`src/rtl/aes_key_sched_ctrl_pkg.sv`:
```
// Shared definitions for the AES-128 key schedule controller.
package aes_key_sched_ctrl_pkg;

    localparam int NUM_ROUNDS  = 10;
    localparam int NUM_RKEYS   = NUM_ROUNDS + 1;
    localparam int ROUND_KEY_W = 128;
    localparam int SCHED_W     = NUM_RKEYS * ROUND_KEY_W;
    localparam int RK_IDX_W    = 4;

    typedef enum logic [1:0] {
        ST_IDLE   = 2'd0,
        ST_EXPAND = 2'd1,
        ST_STORE  = 2'd2,
        ST_READY  = 2'd3
    } ks_state_e;

    // Round 0 sits in the most significant 128 bits of the schedule.
    function automatic logic [ROUND_KEY_W-1:0] sched_word(
        input logic [SCHED_W-1:0] sched,
        input int                 idx
    );
        return sched[SCHED_W-1-ROUND_KEY_W*idx -: ROUND_KEY_W];
    endfunction

endpackage

```
`src/rtl/aes_key_sched_ctrl_rkbuf.sv`:
```
// Round-key buffer: 11 x 128-bit storage with a one-cycle registered read port.
module aes_key_sched_ctrl_rkbuf
    import aes_key_sched_ctrl_pkg::*;
(
    input  logic                   i_clk,
    input  logic                   i_rst_n,
    input  logic                   i_wr_en,
    input  logic [SCHED_W-1:0]     i_sched,
    input  logic                   i_rd_en,
    input  logic [RK_IDX_W-1:0]    i_rd_idx,
    output logic                   o_rd_valid,
    output logic [ROUND_KEY_W-1:0] o_rd_data,
    output logic                   o_rd_err
);

    logic [ROUND_KEY_W-1:0] r_buf [NUM_RKEYS];
    logic                   r_rd_valid;
    logic [ROUND_KEY_W-1:0] r_rd_data;
    logic                   r_rd_err;
    logic [ROUND_KEY_W-1:0] w_rd_word;
    logic                   w_idx_bad;

    // Read mux; indices past the last round fall through to zero.
    always_comb begin
        w_rd_word = '0;
        for (int i = 0; i < NUM_RKEYS; i++) begin
            if (i_rd_idx == RK_IDX_W'(i)) begin
                w_rd_word = r_buf[i];
            end
        end
    end

    assign w_idx_bad = (i_rd_idx > RK_IDX_W'(NUM_ROUNDS));

    // Whole schedule captured in one cycle when the controller asks for it.
    always_ff @(posedge i_clk or negedge i_rst_n) begin
        if (!i_rst_n) begin
            for (int i = 0; i < NUM_RKEYS; i++) begin
                r_buf[i] <= '0;
            end
        end else if (i_wr_en) begin
            for (int i = 0; i < NUM_RKEYS; i++) begin
                r_buf[i] <= sched_word(i_sched, i);
            end
        end
    end

    // One response per request cycle, data and error aligned with valid.
    always_ff @(posedge i_clk or negedge i_rst_n) begin
        if (!i_rst_n) begin
            r_rd_valid <= 1'b0;
            r_rd_data  <= '0;
            r_rd_err   <= 1'b0;
        end else begin
            r_rd_valid <= i_rd_en;
            r_rd_data  <= i_rd_en ? w_rd_word : '0;
            r_rd_err   <= i_rd_en & w_idx_bad;
        end
    end

    assign o_rd_valid = r_rd_valid;
    assign o_rd_data  = r_rd_data;
    assign o_rd_err   = r_rd_err;

endmodule

```
`src/rtl/aes_key_sched_ctrl.sv`:
```
// AES-128 key schedule controller: accepts a cipher key, drives an external
// key_expansion block, stores the resulting schedule and serves round keys.
//
// state     | meaning
// ----------+-------------------------------------------------------------
// ST_IDLE   | no schedule held, waiting for a key
// ST_EXPAND | key_expansion running, timeout counter advancing
// ST_STORE  | capture expanded schedule into the round-key buffer
// ST_READY  | schedule valid, round-key reads served, reload allowed if idle
module aes_key_sched_ctrl
    import aes_key_sched_ctrl_pkg::*;
#(
    parameter int TIMEOUT_CYCLES = 64
) (
    input  logic                   i_clk,
    input  logic                   i_rst_n,
    input  logic [ROUND_KEY_W-1:0] i_key_in,
    input  logic                   i_key_valid,
    output logic                   o_key_ready,
    output logic                   o_kx_enable,
    output logic [ROUND_KEY_W-1:0] o_kx_key,
    input  logic [SCHED_W-1:0]     i_kx_out,
    input  logic                   i_kx_done,
    input  logic                   i_cipher_busy,
    input  logic                   i_rk_req,
    input  logic [RK_IDX_W-1:0]    i_rk_idx,
    output logic                   o_rk_valid,
    output logic [ROUND_KEY_W-1:0] o_rk_data,
    output logic                   o_rk_err,
    output logic                   o_keys_ready,
    output logic                   o_err_timeout
);

    localparam int             CNT_W    = $clog2(TIMEOUT_CYCLES) + 1;
    localparam logic [CNT_W-1:0] CNT_LAST = CNT_W'(TIMEOUT_CYCLES - 1);

    ks_state_e              r_state;
    ks_state_e              w_state_nxt;
    logic [CNT_W-1:0]       r_cnt;
    logic [ROUND_KEY_W-1:0] r_kx_key;
    logic                   r_err_timeout;
    logic                   w_key_ready;
    logic                   w_key_xfer;
    logic                   w_timeout_hit;
    logic                   w_store;
    logic                   w_rd_en;

    // Next-state and combinational handshake outputs.
    always_comb begin
        w_state_nxt   = r_state;
        w_key_ready   = 1'b0;
        w_timeout_hit = 1'b0;
        unique case (r_state)
            ST_IDLE: begin
                w_key_ready = 1'b1;
                if (i_key_valid) begin
                    w_state_nxt = ST_EXPAND;
                end
            end
            ST_EXPAND: begin
                // Completion takes priority over a coincident timeout.
                if (i_kx_done) begin
                    w_state_nxt = ST_STORE;
                end else if (r_cnt == CNT_LAST) begin
                    w_timeout_hit = 1'b1;
                    w_state_nxt   = ST_IDLE;
                end
            end
            ST_STORE: begin
                w_state_nxt = ST_READY;
            end
            ST_READY: begin
                w_key_ready = ~i_cipher_busy;
                if (i_key_valid && !i_cipher_busy) begin
                    w_state_nxt = ST_EXPAND;
                end
            end
            default: begin
                w_state_nxt = ST_IDLE;
            end
        endcase
    end

    assign w_key_xfer = i_key_valid & w_key_ready;
    assign w_store    = (r_state == ST_STORE);
    assign w_rd_en    = i_rk_req & (r_state == ST_READY);

    // State register.
    always_ff @(posedge i_clk or negedge i_rst_n) begin
        if (!i_rst_n) begin
            r_state <= ST_IDLE;
        end else begin
            r_state <= w_state_nxt;
        end
    end

    // Key latch and expansion timeout counter, both restarted by a key transfer.
    always_ff @(posedge i_clk or negedge i_rst_n) begin
        if (!i_rst_n) begin
            r_kx_key <= '0;
            r_cnt    <= '0;
        end else if (w_key_xfer) begin
            r_kx_key <= i_key_in;
            r_cnt    <= '0;
        end else if (r_state == ST_EXPAND) begin
            r_cnt    <= r_cnt + 1'b1;
        end
    end

    // Timeout flag is a single registered pulse on the cycle after expiry.
    always_ff @(posedge i_clk or negedge i_rst_n) begin
        if (!i_rst_n) begin
            r_err_timeout <= 1'b0;
        end else begin
            r_err_timeout <= w_timeout_hit;
        end
    end

    aes_key_sched_ctrl_rkbuf u_rkbuf (
        .i_clk      (i_clk),
        .i_rst_n    (i_rst_n),
        .i_wr_en    (w_store),
        .i_sched    (i_kx_out),
        .i_rd_en    (w_rd_en),
        .i_rd_idx   (i_rk_idx),
        .o_rd_valid (o_rk_valid),
        .o_rd_data  (o_rk_data),
        .o_rd_err   (o_rk_err)
    );

    assign o_key_ready   = w_key_ready;
    assign o_kx_enable   = (r_state == ST_EXPAND);
    assign o_kx_key      = r_kx_key;
    assign o_keys_ready  = (r_state == ST_READY);
    assign o_err_timeout = r_err_timeout;

endmodule

```
`config.mk`:
```
export PLATFORM = sky130hd
export DESIGN_NAME = aes_key_sched_ctrl
export DESIGN_NICKNAME = d
export VERILOG_FILES = /design/src/rtl/aes_key_sched_ctrl_pkg.sv /design/src/rtl/aes_key_sched_ctrl_rkbuf.sv /design/src/rtl/aes_key_sched_ctrl.sv
export SDC_FILE = /design/constraint.sdc
export NUM_CORES = 2
export LEC_CHECK = 0
export CORE_AREA = 4 4 711 713
export CTS_CLUSTER_SIZE = 16
export DETAILED_ROUTE_END_ITERATION = 8
export DIE_AREA = 0 0 715 717
export SKIP_CTS_REPAIR_TIMING = 1
export SLEW_MARGIN = 10
export SYNTH_ARGS = -nofsm -noshare
export SYNTH_HDL_FRONTEND = slang
export SYNTH_SLANG_ARGS = --single-unit
export TNS_END_PERCENT = 50
```
`constraint.sdc`:
```
create_clock -name i_clk -period 2.9 [get_ports i_clk]
set_clock_uncertainty 0.2 [all_clocks]
set_input_delay 0.87 -clock i_clk [delete_from_list [all_inputs] [get_ports i_clk]]
set_output_delay 0.87 -clock i_clk [all_outputs]
set_load 0.02 [all_outputs]
```
* Yosys cells after proc, flatten, opt, wreduce, memory -nomap -nowiden *
Index checks and enable logic that the tools add are counted.

storage, ports and cells
  output and inout port bits = 262
  word-level logic and storage cells = 70
  input port bits = 1546
  register bits after elaboration = 1676

cells by class
  reduce and logical (&&, ||, !) cells = 6
  add/sub/neg operators = 1
  bitwise logic cells = 4
  order comparisons = 1
  equality and inequality tests = 17
  multiplexer cells = 23

operators by type and width
  cell                   number
  $mux W128              12
  $eq A4 B3 Y1 const B   4
  $mux W7                2
  $eq A4 B4 Y1 const B   3
  $eq A4 B2 Y1 const B   2
  $mux W2                4
  $pmux W2 S4            1
  $add A7 B1 Y7 const B  1
  $eq A7 B6 Y1 const B   1
  $eq A2 B2 Y1 const B   2
  $eq A4 B1 Y1 const B   1
  $gt A4 B4 Y1 const B   1
  $logic_not A4 Y1       1
  $and A1 B1 Y1          3
  $mux W1                3
  $ne A3 B1 Y1 const B   1
  $reduce_and A3 Y1      1
  $eq A2 B1 Y1 const B   1
  $logic_not A2 Y1       1
  $ne A2 B1 Y1 const B   1
  $ne A2 B2 Y1 const B   1
  $pmux W1 S2            1
  $reduce_bool A2 Y1     1
  $logic_and A1 B1 Y1    1
  2 further kinds        2

* Logic depth before layout (Yosys ltp) *
  depth in word-level cells = 13
  mapped depth = 9
  mapped depth without buffers = 6

* Hierarchy *
A second synthesis with hierarchy kept.

unflattened totals
  cells, all modules = 5824
  area total of the unflattened synthesis = 75065.7 um^2

modules (own cells, without submodules)
  module                    area each (um^2)  seq. area each (um^2)  cells each  instances
  aes_key_sched_ctrl_rkbuf  69507.9           38486.9                5494        1
  aes_key_sched_ctrl        5557.8            3453.3                 330         1

* Least setup slack after synthesis *
Ideal clock, no wire load.

  path kind = input to register
  start = input port i_cipher_busy
  end = register r_kx_key[100], in the netlist o_kx_key[100]
  buffers on the path = 2
  slack = 520 ps
  cell stages on the path = 6
  setup time = 125 ps
  required time = 2575 ps
  arrival = 2055 ps
  cells stage by stage = inv_1 -> a21oi_1 -> nor3_2 -> buf_2 -> buf_2 -> mux2_2

on the way
  word-level cells in the longest chain between the ends = 3

ends and longest elaborated chain
  element                 line                       source
  start: declaration      aes_key_sched_ctrl.sv:24   input logic i_cipher_busy,
  $not A1 Y1              aes_key_sched_ctrl.sv:73   w_key_ready = ~i_cipher_busy;
  $pmux W1 S2             aes_key_sched_ctrl.sv:53   unique case (r_state)
  $and A1 B1 Y1           aes_key_sched_ctrl.sv:84   assign w_key_xfer = i_key_valid & w_key_ready;
  end signal: assignment  aes_key_sched_ctrl.sv:103  r_kx_key <= i_key_in;
  end: declaration        aes_key_sched_ctrl.sv:40   logic [ROUND_KEY_W-1:0] r_kx_key;

Every way passes these cells.
A chain may end at the register's enable or synchronous reset.

* Worst setup path after layout *
  start = register r_state[0]
  end = output port o_key_ready

on the way
  word-level cells in the longest chain between the ends = 2
  elaborated cells on any way between the ends = 3
  those cells by class = eq/ne: 1; mux: 1; reduce/logical: 1

ends and longest elaborated chain
  element                                           line                      source
  start: declaration                                aes_key_sched_ctrl.sv:37  ks_state_e r_state;
  start signal: assignment                          aes_key_sched_ctrl.sv:93  r_state <= w_state_nxt;
  $eq A2 B2 Y1 or $logic_not A2 Y1 (tied branches)  aes_key_sched_ctrl.sv:53
  $pmux W1 S2 *                                     aes_key_sched_ctrl.sv:53
  end: declaration                                  aes_key_sched_ctrl.sv:19  output logic o_key_ready,

Every way passes the cells marked *; elsewhere a longest branch is shown, timed or not.

==> impl_metrics.py <==
metrics = {
    "sta": {
        "setup_ws_ns": -0.155,
        "slew_headroom_pct": 43.4,
        "rsz0062_at_grt": "yes",
        "slew_viol_final": 0,
        "finalWorstPathRequiredPeriod_ns": 3.05,
        "fmax_ghz": 0.327,
        "tns_ns": -0.179,
        "period_share_pct": 105,
        "setup_viol": 2,
        "finalHoldViolations": 0,
        "worst_pin_slew_ns": 0.840,
    },
    "yosys": {
        "synth_most_common_cell": "dfrtp_1",
        "yosysUniqueCellTypes": 58,
        "synthFlopType": "dfrtp_1",
        "syn_area_per_cell_um2": 13.0,
        "synth_edf_count": 0,
        "yosys_warnings": 0,
        "synthesis.nets": 7440,
        "synth_area_um2": 76300,
        "synth_top_area_share_pct": 55.0,
        "async_reset_ff_share_pct": 100,
        "ys_ff_latch": 1676,
        "syn_inst": 5888,
        "yosysTopAreaCell": "dfrtp_1",
        "synth_area_leaders": "dfrtp_1 (55%), mux2_2 (23%), mux2i_1 (3.0%), o21ai_0 (2.9%), nand2_1 (1.9%)",
        "ys_seq_area_share_pct": 55.0,
        "synth_common_cells": "dfrtp_1 (1676), mux2_2 (1555), o21ai_0 (436), nand2_1 (387), buf_2 (252)",
    },
    "pwr": {
        "ir_drop_uv": 710,
        "cellLeakagePower_nw": 47.2,
        "cellPowerDensity_nw_per_um2": 891,
    },
    "clocking": {
        "root_buffer": "clkbuf_16",
        "cts_tree": "yes",
        "numCtsBuffers": 209,
        "htree_levels": 4,
        "path_clk_slew_ns": 0.06,
        "cts_buffer_depth": 4,
        "clk_latency_ns": 0.94,
        "clock-sinks": 1676,
    },
    "worst_setup_path": {
        "reg2reg_depth": 6,
        "reg2reg_slack_ns": 0.54,
        "cp.arrival_ns": 1.98,
        "cp-end-kind": "primary output",
        "worstSetupPathType": "register to primary output",
        "required_ns": 1.83,
        "crit_path_start": "r_state[0]$_DFFE_PN0P_",
        "reg2reg_to": "u_rkbuf.r_buf[402]$_DFFE_PN0P_",
        "reg2reg_from": "r_state[0]$_DFFE_PN0P_",
        "cp-start-kind": "register",
        "cp_max_fo": 3,
        "crit_end": "o_key_ready",
    },
    "grt": {
        "grt_max_degree": 86,
        "grt_pass1_wl_um": 624000,
        "grt-ovfl-total": 0,
        "grt_antenna_before_repair": 420,
        "grt_usage_pct": 18.3,
        "grt_pass1_vias": 61700,
    },
    "die": {
        "io_pins": 1808,
        "die_y_um": 717,
        "die_w_um": 715,
        "core_area_um2": 500000,
        "initial_core_util_pct": 15.3,
        "row_count": 260,
        "die-area_um2": 513000,
    },
    "cells_and_area": {
        "final-seq-area_um2": 41900,
        "syn2layout_area_growth_pct": 49.5,
        "n_fill_cell": 53300,
        "drive_above_1_share_pct": 32.5,
        "nNetsFinal": 9463,
        "multi_input_area_um2": 31400,
    },
    "routing": {
        "first_pass_iters": 9,
        "detail_route.wl_per_cell_um": 32.7,
        "drt_iter0_drc": 5429,
        "routed_wl_um": 489000,
        "viasPerCell": 4.11,
        "final_antenna_net_count": 0,
        "drc": 3,
        "vias": 61600,
    },
    "placement": {
        "port_buffers": 1807,
        "place.gp.congestion": 0.917,
        "dp_hpwl_um": 405000,
        "pre_cts_ws_ns": -0.601,
    },
    "outcome": {
        "violations": "DRC, setup timing",
        "status": "finished, violations left",
    },
    "flow_run": {
        "maxCapViolCount": 0,
    },
    "hold_path": {
        "hold_path.class": "primary input to register",
    },
}
kinds of logic after synthesis:
kind of cell / synth area share [%]
DFF: 55.0
adders and majority gates: 0.0984
and+or+nand+nor: 3.68
muxes: 26.0
buffers and inverters: 4.06
AOI/OAI and AO/OA: 11.1
xor gates and xnor gates: 0.0689
flip-flops by register name (all words and copies together) (netlist names):
register	cells
r_cnt	7
o_err_timeout	1
u_rkbuf.o_rd_valid	1
u_rkbuf.o_rd_err	1
u_rkbuf.r_buf	1408
o_kx_key	128
r_state	2
u_rkbuf.o_rd_data	128
metal layers:
metal / global-route usage [%] / up-vias / part of all wire [%]
met5: 0 / - / 0.24
met3: 7.58 / 1028 / 10
met2: 29.5 / 3045 / 47
met1: 20.9 / 31400 / 38
li1: - / 26000 / -
met4: 8.97 / 180 / 4.9
power by group:
group / leakage (nW) / internal [W] / switching, W
logic: 23.3 / 0.0172 / 0.0144
registers: 20.3 / 0.0345 / 0.00712
clock network: 3.63 / 0.0167 / 0.0117
total: 47.2 / 0.0684 / 0.0332
how the worst min path moves through the flow:
| stage | startpoint | to | cells after the start |
|---|---|---|---|
| after floorplan | r_cnt[6]$_DFFE_PN0P_ | o_err_timeout$_DFF_PN0_ | 1 |
| after global placement | u_rkbuf.r_buf[1389]$_DFFE_PN0P_ | u_rkbuf.r_buf[1389]$_DFFE_PN0P_ | 1 |
| after detailed placement | u_rkbuf.r_buf[1389]$_DFFE_PN0P_ | u_rkbuf.r_buf[1389]$_DFFE_PN0P_ | 1 |
| after CTS | i_rst_n | o_kx_key[27]$_DFFE_PN0P_ | 1 |
| after global routing | i_kx_out[224] | u_rkbuf.r_buf[224]$_DFFE_PN0P_ | 3 |
| final | i_kx_out[224] | u_rkbuf.r_buf[224]$_DFFE_PN0P_ | 3 |
cell type report:
type	instances	share of cell area [%]
Timing Repair Buffer	2305	21.1
Multi-Input combinational cell	3607	27.5
Clock inverter	112	1.34
Tap cell	6681	7.33
Inverter	112	0.371
Clock buffer	274	5.19
Sequential cell	1676	36.8
Antenna cell	204	0.448
layout by cell type (no fill, tap or decap), drive strengths merged, types with 16 or more instances in the layout:
| cell type | synthesis | layout |
|---|---|---|
| dlymetal6s2s | 0 | 173 |
| diode | 0 | 204 |
| bufinv | 0 | 25 |
| a31oi | 20 | 20 |
| nor2 | 28 | 28 |
| clkdlybuf4s50 | 0 | 1540 |
| a222oi | 88 | 88 |
| mux2i | 231 | 231 |
| clkinvlp | 0 | 17 |
| o211ai | 16 | 16 |
| dfrtp | 1676 | 1676 |
| buf | 340 | 586 |
| clkbuf | 153 | 279 |
| clkinv | 0 | 62 |
| o221ai | 21 | 21 |
| a221oi | 103 | 103 |
| a21oi | 131 | 131 |
| mux2 | 1555 | 1555 |
| o22ai | 111 | 111 |
| o21ai | 551 | 551 |
| nor2b | 18 | 18 |
| o21a | 16 | 16 |
| nand3b | 102 | 102 |
| a221o | 88 | 88 |
| nand2 | 388 | 388 |
| inv | 112 | 120 |
| a22oi | 32 | 32 |
stage by stage:
| stage | instances | util [%] | power [W] | area (um2) | hold slack [ns] |
|---|---|---|---|---|---|
| global route | 14900 | 22.8 | 0.107 | 114000 | 0.248 |
| finish | 15000 | 22.8 | 0.102 | 114000 | 0.297 |
| global placement | 14400 | 21.1 | 0.0732 | 106000 | 0.283 |
| floorplan | 5888 | - | 0.0583 | 76300 | 0.254 |
| CTS | 14800 | 22.6 | 0.103 | 113000 | -0.387 |
| detailed placement | 14400 | 21.1 | 0.0740 | 106000 | 0.287 |
worst max-delay path: stages (launching register included):
cell and delay, ns:
dfrtp_1 0.40, inv_2 0.08, ha_1 0.32, nor2_2 0.15, buf_4 0.16
(Power assumes the default switching activity.)
